## src/rtl/cpu_debug_controller_pkg.sv

```systemverilog
// Shared types and constants for the cpu32e2 debug run-control controller:
// command opcodes, halt causes, controller states, status word and CPU state bundle.
package cpu_debug_controller_pkg;

    typedef enum logic [2:0] {
        OP_NOP     = 3'd0,
        OP_HALT    = 3'd1,
        OP_RUN     = 3'd2,
        OP_STEP    = 3'd3,
        OP_READ    = 3'd4,
        OP_SET_BP  = 3'd5,
        OP_CLR_BP  = 3'd6,
        OP_ILLEGAL = 3'd7
    } debug_op_e;

    typedef enum logic [1:0] {
        CAUSE_NONE       = 2'd0,
        CAUSE_HOST       = 2'd1,
        CAUSE_BREAKPOINT = 2'd2,
        CAUSE_STEP       = 2'd3
    } halt_cause_e;

    typedef enum logic [2:0] {
        ST_RUNNING      = 3'd0,
        ST_HALT_PENDING = 3'd1,
        ST_HALTED       = 3'd2,
        ST_STEPPING     = 3'd3
    } debug_state_e;

    typedef struct packed {
        logic         error;
        logic [24:0]  rsvd;
        debug_state_e state;
        halt_cause_e  cause;
        logic         halted;
    } status_word_t;

    // 1124-bit CPU state bundle, field order as the core drives it.
    typedef struct packed {
        logic              fetchCycle;
        logic              machineCycleDone;
        logic [31:0][31:0] regfileState;
        logic [31:0]       nextPCState;
        logic [3:0]        flags;
        logic [7:0]        systemCall;
        logic [31:0]       isrBaseAddress;
        logic              interruptEnable;
        logic [15:0]       exceptionMask;
        logic [4:0]        cause;
    } debug_lines_t;

    localparam logic [5:0] DBG_ADDR_NEXTPC  = 6'd32;
    localparam logic [5:0] DBG_ADDR_FLAGS   = 6'd33;
    localparam logic [5:0] DBG_ADDR_SYSCALL = 6'd34;
    localparam logic [5:0] DBG_ADDR_ISRBASE = 6'd35;
    localparam logic [5:0] DBG_ADDR_IE      = 6'd36;
    localparam logic [5:0] DBG_ADDR_EXCMASK = 6'd37;
    localparam logic [5:0] DBG_ADDR_CAUSE   = 6'd38;
    localparam logic [5:0] DBG_ADDR_STATUS  = 6'd39;
    localparam logic [5:0] DBG_ADDR_BP0     = 6'd40;
    localparam logic [5:0] DBG_ADDR_BPMASK  = 6'd48;

    function automatic status_word_t make_status(debug_state_e st, halt_cause_e c, logic err);
        status_word_t s;
        s.error  = err;
        s.rsvd   = '0;
        s.state  = st;
        s.cause  = c;
        s.halted = (st == ST_HALTED);
        return s;
    endfunction

endpackage

```

## src/rtl/cpu_debug_controller_if.sv

```systemverilog
// Host-side command/response channel of the debug controller (valid/ready both ways).
interface cpu_debug_controller_if;
    logic        cmdValid;
    logic        cmdReady;
    logic [2:0]  cmdOp;
    logic [5:0]  cmdAddr;
    logic [31:0] cmdData;
    logic        rspValid;
    logic        rspReady;
    logic [31:0] rspData;

    modport master (
        output cmdValid, cmdOp, cmdAddr, cmdData, rspReady,
        input  cmdReady, rspValid, rspData
    );

    modport slave (
        input  cmdValid, cmdOp, cmdAddr, cmdData, rspReady,
        output cmdReady, rspValid, rspData
    );
endinterface

```

## src/rtl/debug_breakpoint_unit.sv

```systemverilog
// NUM_BP PC breakpoint comparators: address/enable registers with set/clear
// and a single match flag against the CPU's next PC.
module debug_breakpoint_unit #(
    parameter int NUM_BP = 2
) (
    input  logic                   clk,
    input  logic                   reset_n,
    input  logic                   set_i,
    input  logic                   clr_i,
    input  logic [5:0]             idx_i,
    input  logic [31:0]            addr_i,
    input  logic [31:0]            pc_i,
    output logic                   match_o,
    output logic [NUM_BP-1:0][31:0] bp_addr_o,
    output logic [NUM_BP-1:0]      bp_en_o
);

    logic [NUM_BP-1:0][31:0] addr_q, addr_d;
    logic [NUM_BP-1:0]       en_q, en_d;
    logic [NUM_BP-1:0]       hit;

    always_comb begin
        addr_d = addr_q;
        en_d   = en_q;
        for (int i = 0; i < NUM_BP; i++) begin
            if (idx_i == 6'(i)) begin
                if (set_i) begin
                    addr_d[i] = addr_i;
                    en_d[i]   = 1'b1;
                end else if (clr_i) begin
                    en_d[i]   = 1'b0;
                end
            end
        end
    end

    always_ff @(posedge clk or negedge reset_n) begin
        if (!reset_n) begin
            addr_q <= '0;
            en_q   <= '0;
        end else begin
            addr_q <= addr_d;
            en_q   <= en_d;
        end
    end

    for (genvar g = 0; g < NUM_BP; g++) begin : g_cmp
        assign hit[g] = en_q[g] && (addr_q[g] == pc_i);
    end

    assign match_o   = |hit;
    assign bp_addr_o = addr_q;
    assign bp_en_o   = en_q;

endmodule

```

## src/rtl/cpu_debug_controller.sv

```systemverilog
// Debug run-control for cpu32e2: halt/run/step gating at machine-cycle boundaries,
// PC breakpoints, and state readback, one response per host command.
module cpu_debug_controller
    import cpu_debug_controller_pkg::*;
#(
    parameter int NUM_BP       = 2,
    parameter bit RESET_HALTED = 1'b0
) (
    input  logic                         clk,
    input  logic                         reset_n,
    input  debug_lines_t                 debugState,
    output logic                         cpuRun,
    output logic                         halted,
    output logic [1:0]                   haltCause,
    cpu_debug_controller_if.slave        dbg
);

    localparam debug_state_e RST_STATE = RESET_HALTED ? ST_HALTED : ST_RUNNING;
    localparam halt_cause_e  RST_CAUSE = RESET_HALTED ? CAUSE_HOST : CAUSE_NONE;
    localparam logic [6:0]   NUM_BP_W  = 7'(NUM_BP);

    debug_state_e state_q, state_d;
    halt_cause_e  cause_q, cause_d;
    logic         cpu_run_q, cpu_run_d;
    logic         rsp_valid_q, rsp_valid_d;
    logic [31:0]  rsp_data_q, rsp_data_d;

    debug_op_e    op;
    logic         cmd_ready, accept, done, idx_ok, err;
    logic         bp_set, bp_clr, bp_match;
    status_word_t status;
    logic [31:0]  read_data;
    logic [NUM_BP-1:0][31:0] bp_addr;
    logic [NUM_BP-1:0]       bp_en;
    logic         unused_fetch;

    assign unused_fetch = debugState.fetchCycle;
    assign op        = debug_op_e'(dbg.cmdOp);
    assign cmd_ready = !rsp_valid_q || dbg.rspReady;
    assign accept    = dbg.cmdValid && cmd_ready;
    assign done      = debugState.machineCycleDone;
    assign idx_ok    = {1'b0, dbg.cmdAddr} < NUM_BP_W;

    debug_breakpoint_unit #(.NUM_BP(NUM_BP)) u_bp (
        .clk       (clk),
        .reset_n   (reset_n),
        .set_i     (bp_set),
        .clr_i     (bp_clr),
        .idx_i     (dbg.cmdAddr),
        .addr_i    (dbg.cmdData),
        .pc_i      (debugState.nextPCState),
        .match_o   (bp_match),
        .bp_addr_o (bp_addr),
        .bp_en_o   (bp_en)
    );

    // Command decode: rejected commands only raise the error bit.
    always_comb begin
        err    = 1'b0;
        bp_set = 1'b0;
        bp_clr = 1'b0;
        if (accept) begin
            case (op)
                OP_STEP:    err = (state_q != ST_HALTED);
                OP_SET_BP:  begin bp_set = idx_ok; err = !idx_ok; end
                OP_CLR_BP:  begin bp_clr = idx_ok; err = !idx_ok; end
                OP_ILLEGAL: err = 1'b1;
                default:    ;
            endcase
        end
    end

    always_comb begin
        state_d = state_q;
        cause_d = cause_q;
        case (state_q)
            ST_RUNNING: begin
                // A breakpoint hit on this boundary beats a same-cycle HALT.
                if (done && bp_match) begin
                    state_d = ST_HALTED;
                    cause_d = CAUSE_BREAKPOINT;
                end else if (accept && op == OP_HALT) begin
                    state_d = ST_HALT_PENDING;
                end
            end
            ST_HALT_PENDING: begin
                if (done) begin
                    state_d = ST_HALTED;
                    if (bp_match) cause_d = CAUSE_BREAKPOINT;
                    else          cause_d = CAUSE_HOST;
                end
            end
            ST_HALTED: begin
                if (accept && op == OP_RUN) begin
                    state_d = ST_RUNNING;
                    cause_d = CAUSE_NONE;
                end else if (accept && op == OP_STEP) begin
                    state_d = ST_STEPPING;
                end
            end
            ST_STEPPING: begin
                // Breakpoints ignored here so a step can leave a breakpoint PC.
                if (done) begin
                    state_d = ST_HALTED;
                    cause_d = CAUSE_STEP;
                end
            end
            default: state_d = ST_HALTED;
        endcase
    end

    assign status    = make_status(state_d, cause_d, err);
    assign cpu_run_d = (state_d != ST_HALTED);

    always_comb begin
        read_data = '0;
        if (!dbg.cmdAddr[5]) begin
            read_data = debugState.regfileState[dbg.cmdAddr[4:0]];
        end else begin
            case (dbg.cmdAddr)
                DBG_ADDR_NEXTPC:  read_data = debugState.nextPCState;
                DBG_ADDR_FLAGS:   read_data = {28'b0, debugState.flags};
                DBG_ADDR_SYSCALL: read_data = {24'b0, debugState.systemCall};
                DBG_ADDR_ISRBASE: read_data = debugState.isrBaseAddress;
                DBG_ADDR_IE:      read_data = {31'b0, debugState.interruptEnable};
                DBG_ADDR_EXCMASK: read_data = {16'b0, debugState.exceptionMask};
                DBG_ADDR_CAUSE:   read_data = {27'b0, debugState.cause};
                DBG_ADDR_STATUS:  read_data = status;
                DBG_ADDR_BPMASK:  read_data = 32'(bp_en);
                default: begin
                    if (dbg.cmdAddr >= DBG_ADDR_BP0 && dbg.cmdAddr < DBG_ADDR_BPMASK) begin
                        for (int i = 0; i < NUM_BP; i++) begin
                            if (dbg.cmdAddr[2:0] == 3'(i)) read_data = bp_addr[i];
                        end
                    end
                end
            endcase
        end
    end

    always_comb begin
        rsp_valid_d = rsp_valid_q;
        rsp_data_d  = rsp_data_q;
        if (accept) begin
            rsp_valid_d = 1'b1;
            rsp_data_d  = (op == OP_READ) ? read_data : status;
        end else if (dbg.rspReady) begin
            rsp_valid_d = 1'b0;
        end
    end

    always_ff @(posedge clk or negedge reset_n) begin
        if (!reset_n) begin
            state_q     <= RST_STATE;
            cause_q     <= RST_CAUSE;
            cpu_run_q   <= !RESET_HALTED;
            rsp_valid_q <= 1'b0;
            rsp_data_q  <= '0;
        end else begin
            state_q     <= state_d;
            cause_q     <= cause_d;
            cpu_run_q   <= cpu_run_d;
            rsp_valid_q <= rsp_valid_d;
            rsp_data_q  <= rsp_data_d;
        end
    end

    assign cpuRun       = cpu_run_q;
    assign halted       = (state_q == ST_HALTED);
    assign haltCause    = cause_q;
    assign dbg.cmdReady = cmd_ready;
    assign dbg.rspValid = rsp_valid_q;
    assign dbg.rspData  = rsp_data_q;

endmodule

```

## src/flat_wrapper.sv

```systemverilog
// flat-port wrapper written by rule: the top's interface ports become plain ports
module cpu_debug_controller_flat import cpu_debug_controller_pkg::*;
#(
    parameter int NUM_BP       = 2,
    parameter bit RESET_HALTED = 1'b0
)
  (clk, reset_n, debugState, cpuRun, halted, haltCause, dbg_cmdValid, dbg_cmdOp, dbg_cmdAddr, dbg_cmdData, dbg_rspReady, dbg_cmdReady, dbg_rspValid, dbg_rspData);
  cpu_debug_controller_if dbg_i ();
  input  logic clk;
  input  logic reset_n;
  input  debug_lines_t debugState;
  output logic cpuRun;
  output logic halted;
  output logic [1:0] haltCause;
  input wire logic [$bits(dbg_i.cmdValid)-1:0] dbg_cmdValid;
  input wire logic [$bits(dbg_i.cmdOp)-1:0] dbg_cmdOp;
  input wire logic [$bits(dbg_i.cmdAddr)-1:0] dbg_cmdAddr;
  input wire logic [$bits(dbg_i.cmdData)-1:0] dbg_cmdData;
  input wire logic [$bits(dbg_i.rspReady)-1:0] dbg_rspReady;
  output wire logic [$bits(dbg_i.cmdReady)-1:0] dbg_cmdReady;
  output wire logic [$bits(dbg_i.rspValid)-1:0] dbg_rspValid;
  output wire logic [$bits(dbg_i.rspData)-1:0] dbg_rspData;
  assign dbg_i.cmdValid = dbg_cmdValid;
  assign dbg_i.cmdOp = dbg_cmdOp;
  assign dbg_i.cmdAddr = dbg_cmdAddr;
  assign dbg_i.cmdData = dbg_cmdData;
  assign dbg_i.rspReady = dbg_rspReady;
  assign dbg_cmdReady = dbg_i.cmdReady;
  assign dbg_rspValid = dbg_i.rspValid;
  assign dbg_rspData = dbg_i.rspData;
  cpu_debug_controller #(.NUM_BP(NUM_BP), .RESET_HALTED(RESET_HALTED)) u_core (.clk(clk), .reset_n(reset_n), .debugState(debugState), .cpuRun(cpuRun), .halted(halted), .haltCause(haltCause), .dbg(dbg_i));
endmodule
```

## config.mk

```make
export PLATFORM = sky130hd
export DESIGN_NAME = cpu_debug_controller_flat
export DESIGN_NICKNAME = d
export VERILOG_FILES = /design/src/rtl/cpu_debug_controller_pkg.sv /design/src/rtl/cpu_debug_controller_if.sv /design/src/rtl/debug_breakpoint_unit.sv /design/src/rtl/cpu_debug_controller.sv /design/src/flat_wrapper.sv
export SDC_FILE = /design/constraint.sdc
export NUM_CORES = 1
export LEC_CHECK = 0
export ABC_AREA = 1
export BUFFER_PORTS_ARGS = -buffer_cell sky130_fd_sc_hd__buf_2
export CAP_MARGIN = 25
export CORE_AREA = 5 5 463 465
export DETAILED_ROUTE_END_ITERATION = 6
export DIE_AREA = 0 0 468 470
export GPL_TIMING_DRIVEN = 0
export SLEW_MARGIN = 20
export SYNTH_ARGS = -nofsm -noshare
export SYNTH_HDL_FRONTEND = slang
export SYNTH_SLANG_ARGS = --single-unit
export TNS_END_PERCENT = 1
```

## constraint.sdc

```tcl
create_clock -name clk -period 1.5 [get_ports clk]
set_input_delay 0.45 -clock clk [delete_from_list [all_inputs] [get_ports clk]]
set_output_delay 0.45 -clock clk [all_outputs]
set_load 0.005 [all_outputs]
```

==> results.json <==
{
  "worst-setup-path-type": "in2reg",
  "drcViolationCount": 0,
  "maxCapViolCount": 0,
  "slew_headroom_pct": 28.0,
  "crit_path_top_delay_cell": "o211ai_1",
  "synthArstFlopShare_pct": 100,
  "slowest_delay_ns": 0.84,
  "r2r_end": "u_core.dbg.rspData[15]",
  "fin_nets": 4601,
  "path_cells": "buf_12 -> inv_4 -> nand2_8 -> buf_6 -> o22ai_4 -> o31ai_1 -> o211ai_1 -> a21oi_2 -> a22o_1",
  "overflow": 0,
  "worstPathMaxFanout": 10,
  "drtIter0Drc": 3195,
  "synthAdderAreaFrac_pct": 0,
  "clockBufferDepth": 2,
  "violations": "negative setup slack",
  "portBuffers": 1202,
  "p_per_area_nw_per_um2": 532,
  "timing.final.ws_setup_ns": -1.16,
  "total_power_mw": 14.3,
  "io-pin-count": 1207,
  "worstPathArrival_ns": 2.93,
  "synthFlopType": "dfrtp_1",
  "regToRegSetupSlack_ns": -0.72,
  "setup-tns-final_ns": -68.67,
  "hold_class": "in2async",
  "cts_buffers": 9,
  "timing_hold_violations_final": 0,
  "cts_tree": "built",
  "num_rows": 168,
  "reg2reg_from": "u_core.dbg.rspValid",
  "ys_warn_count": 0,
  "synth_area_sq_um": 13100,
  "die_w_microns": 468,
  "grt_pass1_vias": 23904,
  "worst_pin_slew_ns": 1.07,
  "multiInputGateArea_sq_um": 10400,
  "end_kind": "flop",
  "synthMuxAreaShare_pct": 0,
  "synth-seq-cells": 105,
  "area_growth_pct": 105,
  "antenna_found_initial": 357,
  "hold_slack_ns": 0.0379,
  "start_util_pct": 6.27,
  "crit_buf_inv": 3,
  "syn_area_per_cell_sq_um": 6.11,
  "synthXorXnorAreaFrac_pct": 1.20,
  "path_clk_slew_ns": 0.12,
  "r2r_cells": 7,
  "drtPass1Iterations": 5,
  "coreArea_sq_um": 209000,
  "status": "finished with violations",
  "cts-root-buf": "clkbuf_16",
  "rsz0062_at_grt": "true",
  "fin_crit_sh_pct": 177,
  "dieArea_sq_um": 220000,
  "seqCellArea_sq_um": 2630,
  "fin_crit_ns": 2.66,
  "via_count": 26529,
  "hold_buffers": 0,
  "fmax_ghz": 0.376,
  "wl_microns": 279000,
  "leakage_nw": 11.5,
  "grt_max_degree": 58,
  "drive_above_1_share_pct": 48.9,
  "synthCells": 2147,
  "gp_congestion": 0.984,
  "critPathRequiredTime_ns": 1.77,
  "grt_first_pass_wirelength_microns": 324000,
  "dp_hpwl_microns": 243000,
  "synth-edff-count": 0,
  "slew_violations": 0,
  "viasPerCell": 4.14,
  "ant_nets": 0,
  "htreeDepth": 3,
  "final_core_util_pct": 12.8,
  "synth_compound_area_share_pct": 43.4,
  "cp-start-kind": "input pin",
  "synth-simple-area-share_pct": 24.7,
  "nFillCells": 24494,
  "ys_types": 52,
  "ys_seq_area_share_pct": 20.1,
  "clock-skew-final_ns": 0.0317,
  "grt_use_total_pct": 23.9,
  "fp.dieH_microns": 470,
  "synth_top_family_by_area": "compound AO/OA/AOI/OAI gates",
  "clock_latency_ns": 0.41,
  "post_drt_wl_per_cell_microns": 43.6,
  "cts_num_sinks": 105,
  "peakVddDrop_mv": 0.570,
  "critPathTopFamily": "compound AO/OA/AOI/OAI gates",
  "setup_violations": 106,
  "synth_nets": 3316
}
==> stage by stage <==
step,worst slack [ns],cells,area [sq um]
finish,-1.16,6401,26800
global placement,-4.76,6154,22700
CTS,-1.10,6241,26200
detailed placement,-3.41,6200,23700
global route,-1.12,6319,26600
floorplan,-0.363,2147,13200
==> what timing repair did <==
action,in CTS,in global routing
setup buffers,24,1
pin swaps,50,27
setup endpoints to repair,107,109
endpoints found under the hold margin,0,0
cloned,1,0
gates resized for setup,509,77
==> registers in the layout (all words and copies together), names as in the netlist <==
register,count
u_core.state_q,3
u_core.cpuRun,1
u_core.haltCause,2
u_core.dbg.rspValid,1
u_core.dbg.rspData,32
u_core.u_bp.bp_en_o,2
u_core.u_bp.bp_addr_o,64
==> power breakdown <==
part           internal [mW]  switching [mW]  leakage (nW)
clock                   1.35            1.47         0.153
combinational           2.83            5.62          9.90
sequential              2.93          0.0761          1.43
total                   7.11            7.16          11.5
==> cell usage in the layout (no fill, tap or decap), drive strengths merged, types with 3 or more instances in the layout <==
master and n:
a221oi 18, a31oi 12, xnor2 14, inv 159
a32o 5, nand4 37, diode 159, o211ai 33
nor3 36, o21a 4, buf 1385, or2 7
a41oi 4, a22o 9, o31ai 31, nor2 103
clkinv 3, o21ai 214, o41ai 3, a22oi 71
o221ai 5, dfrtp 104, a211oi 5, o22ai 390
nand3 84, o2111ai 7, xor2 4, a21oi 62
a21boi 3, o311ai 18, clkbuf 86, nand2 505
==> per-layer routing <==
layer	share of wire [%]	GRT usage, %
met1	38	27.3
met2	46	39.4
met3	10	9.07
met4	5.1	10.7
met5	0.34	0
==> logic make-up after synthesis <==
kind of cell              count (synthesis)
xor gates and xnor gates                 18
other                                     1
AOI/OAI and AO/OA                       902
buffers and inverters                   347
and+or+nand+nor                         774
DFF                                     105
==> synth_stat cells, types with 12 or more instances <==
| cell | count | share of area (%) |
|---|---|---|
| dfrtp_1 | 104 | 20 |
| buf_2 | 75 | 2.9 |
| o21ai_0 | 206 | 7.9 |
| nor3_1 | 34 | 1.3 |
| o211ai_1 | 33 | 1.9 |
| inv_1 | 145 | 4.2 |
| a22oi_1 | 71 | 4.1 |
| inv_2 | 12 | 0.34 |
| clkbuf_1 | 84 | 2.4 |
| xnor2_1 | 14 | 0.94 |
| a21oi_1 | 62 | 2.4 |
| nand4_1 | 37 | 1.8 |
| buf_1 | 29 | 0.83 |
| o22ai_1 | 390 | 19 |
| o31ai_1 | 31 | 1.8 |
| nor2_1 | 96 | 2.7 |
| nand2_1 | 503 | 14 |
| a221oi_1 | 18 | 1.2 |
| a31oi_1 | 12 | 0.57 |
| nand3_1 | 84 | 3.2 |
==> worst max-delay path by stage <==
stage          cells past startpoint  slack (ns)                endpoint      startpoint
6_report                           9       -1.16  u_core.dbg.rspData[23]  dbg_cmdAddr[0]
5_1_grt                           10       -1.12   u_core.dbg.rspData[1]  dbg_cmdAddr[0]
4_1_cts                           12       -1.10  u_core.dbg.rspData[25]  dbg_cmdAddr[1]
3_5_place_dp                      10       -3.41  u_core.dbg.rspData[25]  dbg_cmdAddr[1]
3_3_place_gp                      10       -4.76  u_core.dbg.rspData[25]  dbg_cmdAddr[1]
2_1_floorplan                     12       -0.36  u_core.dbg.rspData[10]  dbg_cmdAddr[2]
==> final cells by class <==
cell class	instances	area share (%)
Clock buffer	10	0.853
Buffer	188	6.63
Clock inverter	6	0.312
Multi-Input combinational cell	1695	38.7
Tap cell	2805	13.1
Antenna cell	159	1.48
Sequential cell	105	9.81
Timing Repair Buffer	1275	26.7
Inverter	158	2.37
(Power assumes the default switching activity.)
